## src/rtl/ready_valid_counter_pkg.sv

```systemverilog
// Shared control-path FSM encoding for the single-shot cycle counter.
package ready_valid_counter_pkg;

    typedef enum logic [1:0] {
        ST_IDLE  = 2'd0,
        ST_COUNT = 2'd1,
        ST_DONE  = 2'd2
    } rvc_state_e;

endpackage

```

## src/rtl/ready_valid_counter.sv

```systemverilog
// Single-shot counter: go accepted in IDLE, counts 0..MAX_VAL, then one-cycle done; done MAX_VAL+2 cycles after accept.
// Backpressure: ready is low for the whole run, and go is simply dropped (never queued) while busy.
module ready_valid_counter
    import ready_valid_counter_pkg::*;
#(
    parameter int WIDTH   = 2,
    parameter int MAX_VAL = 3
) (
    input  logic             clk,
    input  logic             rst,
    input  logic             go,
    output logic             ready,
    output logic [WIDTH-1:0] count,
    output logic             done
);

    if ((MAX_VAL < 0) || (MAX_VAL > (2 ** WIDTH) - 1)) begin : g_bad_max_val
        $error("ready_valid_counter: MAX_VAL %0d does not fit in WIDTH %0d", MAX_VAL, WIDTH);
    end

    localparam logic [WIDTH-1:0] LAST = WIDTH'(MAX_VAL);
    localparam logic [WIDTH-1:0] ONE  = WIDTH'(1);

    rvc_state_e       state;
    logic [WIDTH-1:0] cnt;

    always_ff @(posedge clk) begin
        if (rst) begin
            state <= ST_IDLE;
            cnt   <= '0;
        end else begin
            case (state)
                ST_IDLE: begin
                    cnt <= '0;
                    if (go) begin
                        state <= ST_COUNT;
                    end
                end
                ST_COUNT: begin
                    // Stop at the terminal value so the register can never wrap.
                    if (cnt == LAST) begin
                        state <= ST_DONE;
                        cnt   <= '0;
                    end else begin
                        cnt <= cnt + ONE;
                    end
                end
                ST_DONE: begin
                    state <= ST_IDLE;
                    cnt   <= '0;
                end
                default: begin
                    state <= ST_IDLE;
                    cnt   <= '0;
                end
            endcase
        end
    end

    // All outputs decode registered state only: no path from go.
    assign ready = (state == ST_IDLE);
    assign done  = (state == ST_DONE);
    assign count = cnt;

endmodule

```

## config.mk

```make
export PLATFORM = sky130hd
export DESIGN_NAME = ready_valid_counter
export DESIGN_NICKNAME = d
export VERILOG_FILES = /design/src/rtl/ready_valid_counter_pkg.sv /design/src/rtl/ready_valid_counter.sv
export SDC_FILE = /design/constraint.sdc
export NUM_CORES = 1
export LEC_CHECK = 0
export CAP_MARGIN = 20
export CORE_AREA = 2 2 39 41
export DETAILED_ROUTE_END_ITERATION = 16
export DIE_AREA = 0 0 41 43
export PLACE_DENSITY = 0.4
export SLEW_MARGIN = 15
export SYNTH_ARGS = -nofsm -noshare
export SYNTH_HDL_FRONTEND = slang
export SYNTH_SLANG_ARGS = --single-unit
```

## constraint.sdc

```tcl
create_clock -name clk -period 1.68 [get_ports clk]
set_input_delay 0.168 -clock clk [delete_from_list [all_inputs] [get_ports clk]]
set_output_delay 0.168 -clock clk [all_outputs]
set_load 0.01 [all_outputs]
```

==> qor.yml <==
finish:
  drive_gt1_share_pct: 17.4
  fin_nets: 29
  syn_to_final_growth_pct: 65.1
  final_cell_area_um2: 260
  fillers: 149
  antenna_cells: 0
place:
  portBuffers: 6
  pre_cts_slack_ns: 0.500
  routabilityCongestion: 0.519
  placed_area_um2: 238
  hpwl_um: 225
timing:
  rsz0062_at_grt: "no"
  fin_crit_ns: 1.42
  slew_headroom_pct: 87.4
  finalHoldViolCount: 0
  worst_pin_slew_ns: 0.187
  drv_slew: 0
  fin_crit_sh_pct: 84.6
  finalClockSkew_ns: 0.00158
  setup_viol: 0
  clock.fmax_ghz: 0.703
  setup_ws_ns: 0.258
  fin_tns_setup_ns: 0
  timing.hold.ws_ns: 0.469
job:
  drv_cap: 0
logic_synthesis:
  synth_area_leaders: "dfxtp_1 51%, nand2b_1 12%, nor4b_2 9.5%, ha_1 7.9%, a211oi_1 4.8%"
  synth_edf_count: 0
  ys_seq_elements: 4
  ys.flop_type: "dfxtp_1"
  synthArstFlopShare_pct: 0
  synth-seq-area-share_pct: 50.8
  synth_warnings: 0
  post_synth.cell_area_avg_um2: 11.3
  synth_top_area_share_pct: 50.8
  synth_fp_nets: 18
  ys_types: 9
  yosys.cell_count.top_type: "dfxtp_1"
  netlist_instances: 14
  yosys.area.top_type: "dfxtp_1"
  syn-cell-area_um2: 158
  ys_top_cells_by_count: "4 x dfxtp_1, 3 x nand2b_1"
grt:
  grt_pass1_wl_um: 510
  gr-total-overflow: 0
  track_usage_pct: 5.23
  antenna_found_initial: 0
  grt_pass1_vias: 129
  grt_max_degree: 6
clock_tree:
  cts_buffers: 3
  clk_path_buf_depth: 2
  cts_sinks: 4
  root_buffer: "clkbuf_4"
  htreeDepth: 1
  cts_tree: "done"
  postCtsSetupBuffers: 0
  cts.clk_slew.worst_paths_ns: 0.04
  cts_hold_buf: 0
  post_cts_resized: 0
  clock_latency_ns: 0.23
hold_path:
  min_path_type: "register to register"
  min_from: "count[0]"
floorplanning:
  num_rows: 14
  fp.dieW_um: 41
  start_util_pct: 11.4
  ios: 7
  die-area_mm2: 0.00176
  fp.dieH_um: 43
  coreArea_mm2: 0.00138
setup_path:
  reg2reg_from: "count[0]"
  ff2ff_path_depth: 3
  startpoint: "state[1]"
  path_class: "register to output pin"
  start_kind: "register"
  critPathCaptureType: "output pin"
  crit_fanout: 4
  cp.arrival_ns: 1.25
  r2r_slack_ns: 0.68
  timing.rr.end: "state[0]"
  cp-endpoint: "done"
  worst_ep_required_time_ns: 1.51
power:
  powerDensity_mw_per_mm2: 933
  finalPower_uw: 243
  ir_worst_vdd_mv: 0.196
  p_leak_nw: 0.0957
drt:
  vias: 133
  wl_um: 300
  drtAntennaViolNets: 0
  wl_per_cell_um: 7.69
  viasPerCell: 3.41
  drc: 0
  drt_pass1_iterations: 1
  first_iter_violations: 0
status:
  status: "finished clean"
layer usage:
layer | GRT usage (%) | share of wire, %
met1 | 5.81 | 53
met2 | 4.06 | 28
met3 | 6.28 | 17
met4 | 6.00 | 2.0
met5 | 0 | 0
sequential cells by signal, indices dropped and copies added (netlist names):
signal,flops
state,2
count,2
logic make-up (layout without fill, tap and decap cells):
logic type      count (synthesis)  in the layout  synth area share [%]
compound gates                  1              1                  4.76
fa+ha+maj                       1              1                  7.94
buf+inv                         0              9                     0
flops                           4              4                  50.8
simple gates                    8              8                  36.5
power breakdown:
part | switching (mW) | internal, mW | total (mW)
registers | 0.00363 | 0.0995 | 0.103
clock network | 0.0350 | 0.0796 | 0.115
logic | 0.00965 | 0.0153 | 0.0249
through the flow:
| stage | cells | util (%) |
|---|---|---|
| after floorplan | 14 | - |
| after global placement | 36 | 17.2 |
| after detailed placement | 36 | 17.2 |
| after CTS | 39 | 18.8 |
| after global routing | 39 | 18.8 |
| final | 39 | 18.8 |
how the worst min path moves through the flow:
| stage | endpoint | slack, ns | depth (start not counted) |
|---|---|---|---|
| after floorplan | state[0] | 0.24 | 1 |
| after global placement | state[0] | 0.45 | 1 |
| after detailed placement | state[0] | 0.46 | 1 |
| after CTS | count[0] | 0.47 | 1 |
| after global routing | count[0] | 0.49 | 1 |
| final | count[0] | 0.47 | 1 |
final cells by class:
cell class,instances,area (µm²),area share [%]
Clock buffer,3,22.5,8.65
Multi-Input combinational cell,10,77.6,29.8
Sequential cell,4,80.1,30.8
Tap cell,16,20.0,7.69
Timing Repair Buffer,6,60.1,23.1
layout by cell type (no fill, tap or decap):
| master | count |
|---|---|
| nand2b_1 | 3 |
| clkdlybuf4s50_1 | 6 |
| nor2_1 | 1 |
| dfxtp_1 | 4 |
| nor3b_1 | 1 |
| clkbuf_4 | 3 |
| nor4_1 | 1 |
| nor4b_2 | 1 |
| ha_1 | 1 |
| a211oi_1 | 1 |
| nor2b_1 | 1 |
worst max-delay path, stage by stage, from the launching register on:
cell	delay, ns
dfxtp_1	0.35
nor2b_1	0.14
clkdlybuf4s50_1	0.54
Note: power is estimated with default switching activity, not from simulation.
==> edit: new RTL, same flow settings <==
Register the output `count` once more, with the module's reset; this adds one clock of latency there. The other outputs are not delayed to match.
--- a/src/rtl/ready_valid_counter.sv
+++ b/src/rtl/ready_valid_counter.sv
@@ -61,5 +61,11 @@
     assign ready = (state == ST_IDLE);
     assign done  = (state == ST_DONE);
-    assign count = cnt;
+    always_ff @(posedge clk) begin
+        if (rst) begin
+            count <= '0;
+        end else begin
+            count <= cnt;
+        end
+    end
 
 endmodule
Formal check against the unedited RTL: not equivalent (a bounded check fails within 4 cycles, from zero or initial values and one cycle with rst high).
==> edit against the unedited design <==
Synthesized cell count up 29%; highest routed layer is now met3; total power up 27%; first-iteration DRC count up 5; synthesized area up 35%; wire length up 22%; design area up 21%; sequential cell count up 2; critical path type unchanged; hold slack worse by 17 ps; sequential power up 48%; non-clock buffer count unchanged; setup slack worse by 64 ps; die area unchanged.
==> edit: results (changes against the unedited design) <==
- Cell count of the worst reg-to-reg path: 3 (unchanged)
- Reg clk slew, reported paths: 50 ps
- Most frequent cells after synthesis: 6 x dfxtp_1, 3 x nand2b_1, 2 x nor2b_1
- Max VDD drop: 0.268 mV (+37%)
- Critical path arrival: 1320 ps (+70 ps)
- # Post-CTS Setup Buffers: 0 (unchanged)
- Number of antenna violations at the first check in global routing: 0 (unchanged)
- Worst hold start: cnt[0]$_SDFF_PP0_
- Leading cell types by total area after synthesis: dfxtp_1 56%, nand2b_1 8.8%, nor4b_2 7.1%, ha_1 5.9%, nor2b_1 5.9%
- Net count, final: 33 (+14%)
- Iter 0 DRT Violations: 5 (+5)
- Number of distinct standard cells referenced by the synthesized netlist: 10 (+1)
- Startpoint of the most critical register-to-register path: cnt[0]$_SDFF_PP0_
- I/O Buffers: 6 (unchanged)
- Vias in the first global route: 144 (+12%)
- Pin count of the biggest net entering global routing: 7 (+1)
- Actual slew at the worst max-slew pin: 237 ps (+50.4 ps)
- Inst Count DP: 40 (+11%)
- Total overflow reported by the global router: 0 (unchanged)
- Net count of the mapped netlist: 22 (+4)
- Longest individual stage delay on the worst path: 470 ps (-70 ps)
- Post-placement worst setup slack: 467 ps (-32.7 ps)
- End point of the worst hold path: cnt[0]$_SDFF_PP0_
- Share of cells above drive strength 1: 0.185 (+0.0113)
- Total routing resource utilization after global routing: 0.0604 (+0.00810)
- Router iterations before antenna repair: 2 (+1)
- Fill cell total of the finished layout: 151 (+1.3%)
- Minimum setup slack among reg-to-reg paths: 710 ps (+30 ps)
- Post-Route Skew: 3.40 ps (+1.82 ps)
- Leakage power total: 0.120 nW (+25%)
- Detailed Route WL: 365 microns (+22%)
- Result of the run: finished clean
- Vias post-DR: 164 (+23%)
- Average via count per standard cell: 3.81 (+12%)
- Gpl congestion: 0.613 (+18%)
- Half-perimeter wire length after placement: 279 microns (+24%)
- Crit-path max FO: 5 (+1)
- First-pass GRT wire length: 600 microns (+18%)
- Sw frac: 0.207 (+0.00793)
- Synthesized instance count: 18 (+4)
- Part of the Yosys area used for sequential elements: 0.565 (+0.0568)
==> edit: cell count changes in the layout (fill, tap and decap cells not counted), sizes merged <==
cell   change
dfxtp      +2
and2b      +1
nor2b      +1
==> edit: routing by layer <==
metal	up-vias	wire length (microns)	global-route usage
met5	-	0	0
met4	0	0	0.0600
met3	0	39	0.0628
met2	9	168	0.0625
met1	73	157	0.0615
li1	82	-	-
==> edit: worst reg2reg max path, stage by stage (launching register included) <==
cell,delay (ps)
dfxtp_1,310
ha_1,240
nand2b_1,150
a211oi_1,180
==> edit: final cells by class <==
type,count,area [sq um],share of cell area
sequential,6,120,0.381
tap,16,20.0,0.0635
multi-input combinational,12,92.6,0.294
clock buffer,3,22.5,0.0714
timing repair buffer,6,60.1,0.190
==> edit: logic make-up after synthesis <==
family                     after synthesis  synth area share
DFF                                      6             0.565
AOI/OAI and AO/OA                        1            0.0353
adders and majority gates                1            0.0588
and+or+nand+nor                         10             0.341
==> edit: how the worst max path moves through the flow <==
stage	startpoint	end	slack [ps]	depth (start not counted)
floorplan	cnt[0]$_SDFF_PP0_	state[0]$_SDFFE_PP0P_	770	3
global placement	state[0]$_SDFFE_PP0P_	done	450	2
detailed placement	state[0]$_SDFFE_PP0P_	done	470	2
CTS	state[0]$_SDFFE_PP0P_	done	180	2
global route	state[0]$_SDFFE_PP0P_	done	140	2
finish	state[0]$_SDFFE_PP0P_	done	190	2
==> edit: power groups by stage <==
stage | logic (mW) | registers (mW) | clock network, mW
floorplan | 0.0106 | 0.154 | 0
global placement | 0.0244 | 0.154 | 0
detailed placement | 0.0254 | 0.154 | 0
CTS | 0.0256 | 0.152 | 0.138
global route | 0.0275 | 0.152 | 0.144
finish | 0.0252 | 0.152 | 0.131
==> edit: metrics by stage <==
stage / hold slack, ps / total power, mW / util / cell area [sq um]
finish: 451 / 0.307 / 0.228 / 315
global route: 485 / 0.324 / 0.228 / 315
CTS: 451 / 0.315 / 0.228 / 315
detailed placement: 448 / 0.179 / 0.212 / 293
global placement: 445 / 0.178 / 0.212 / 293
floorplan: 240 / 0.164 / - / 213
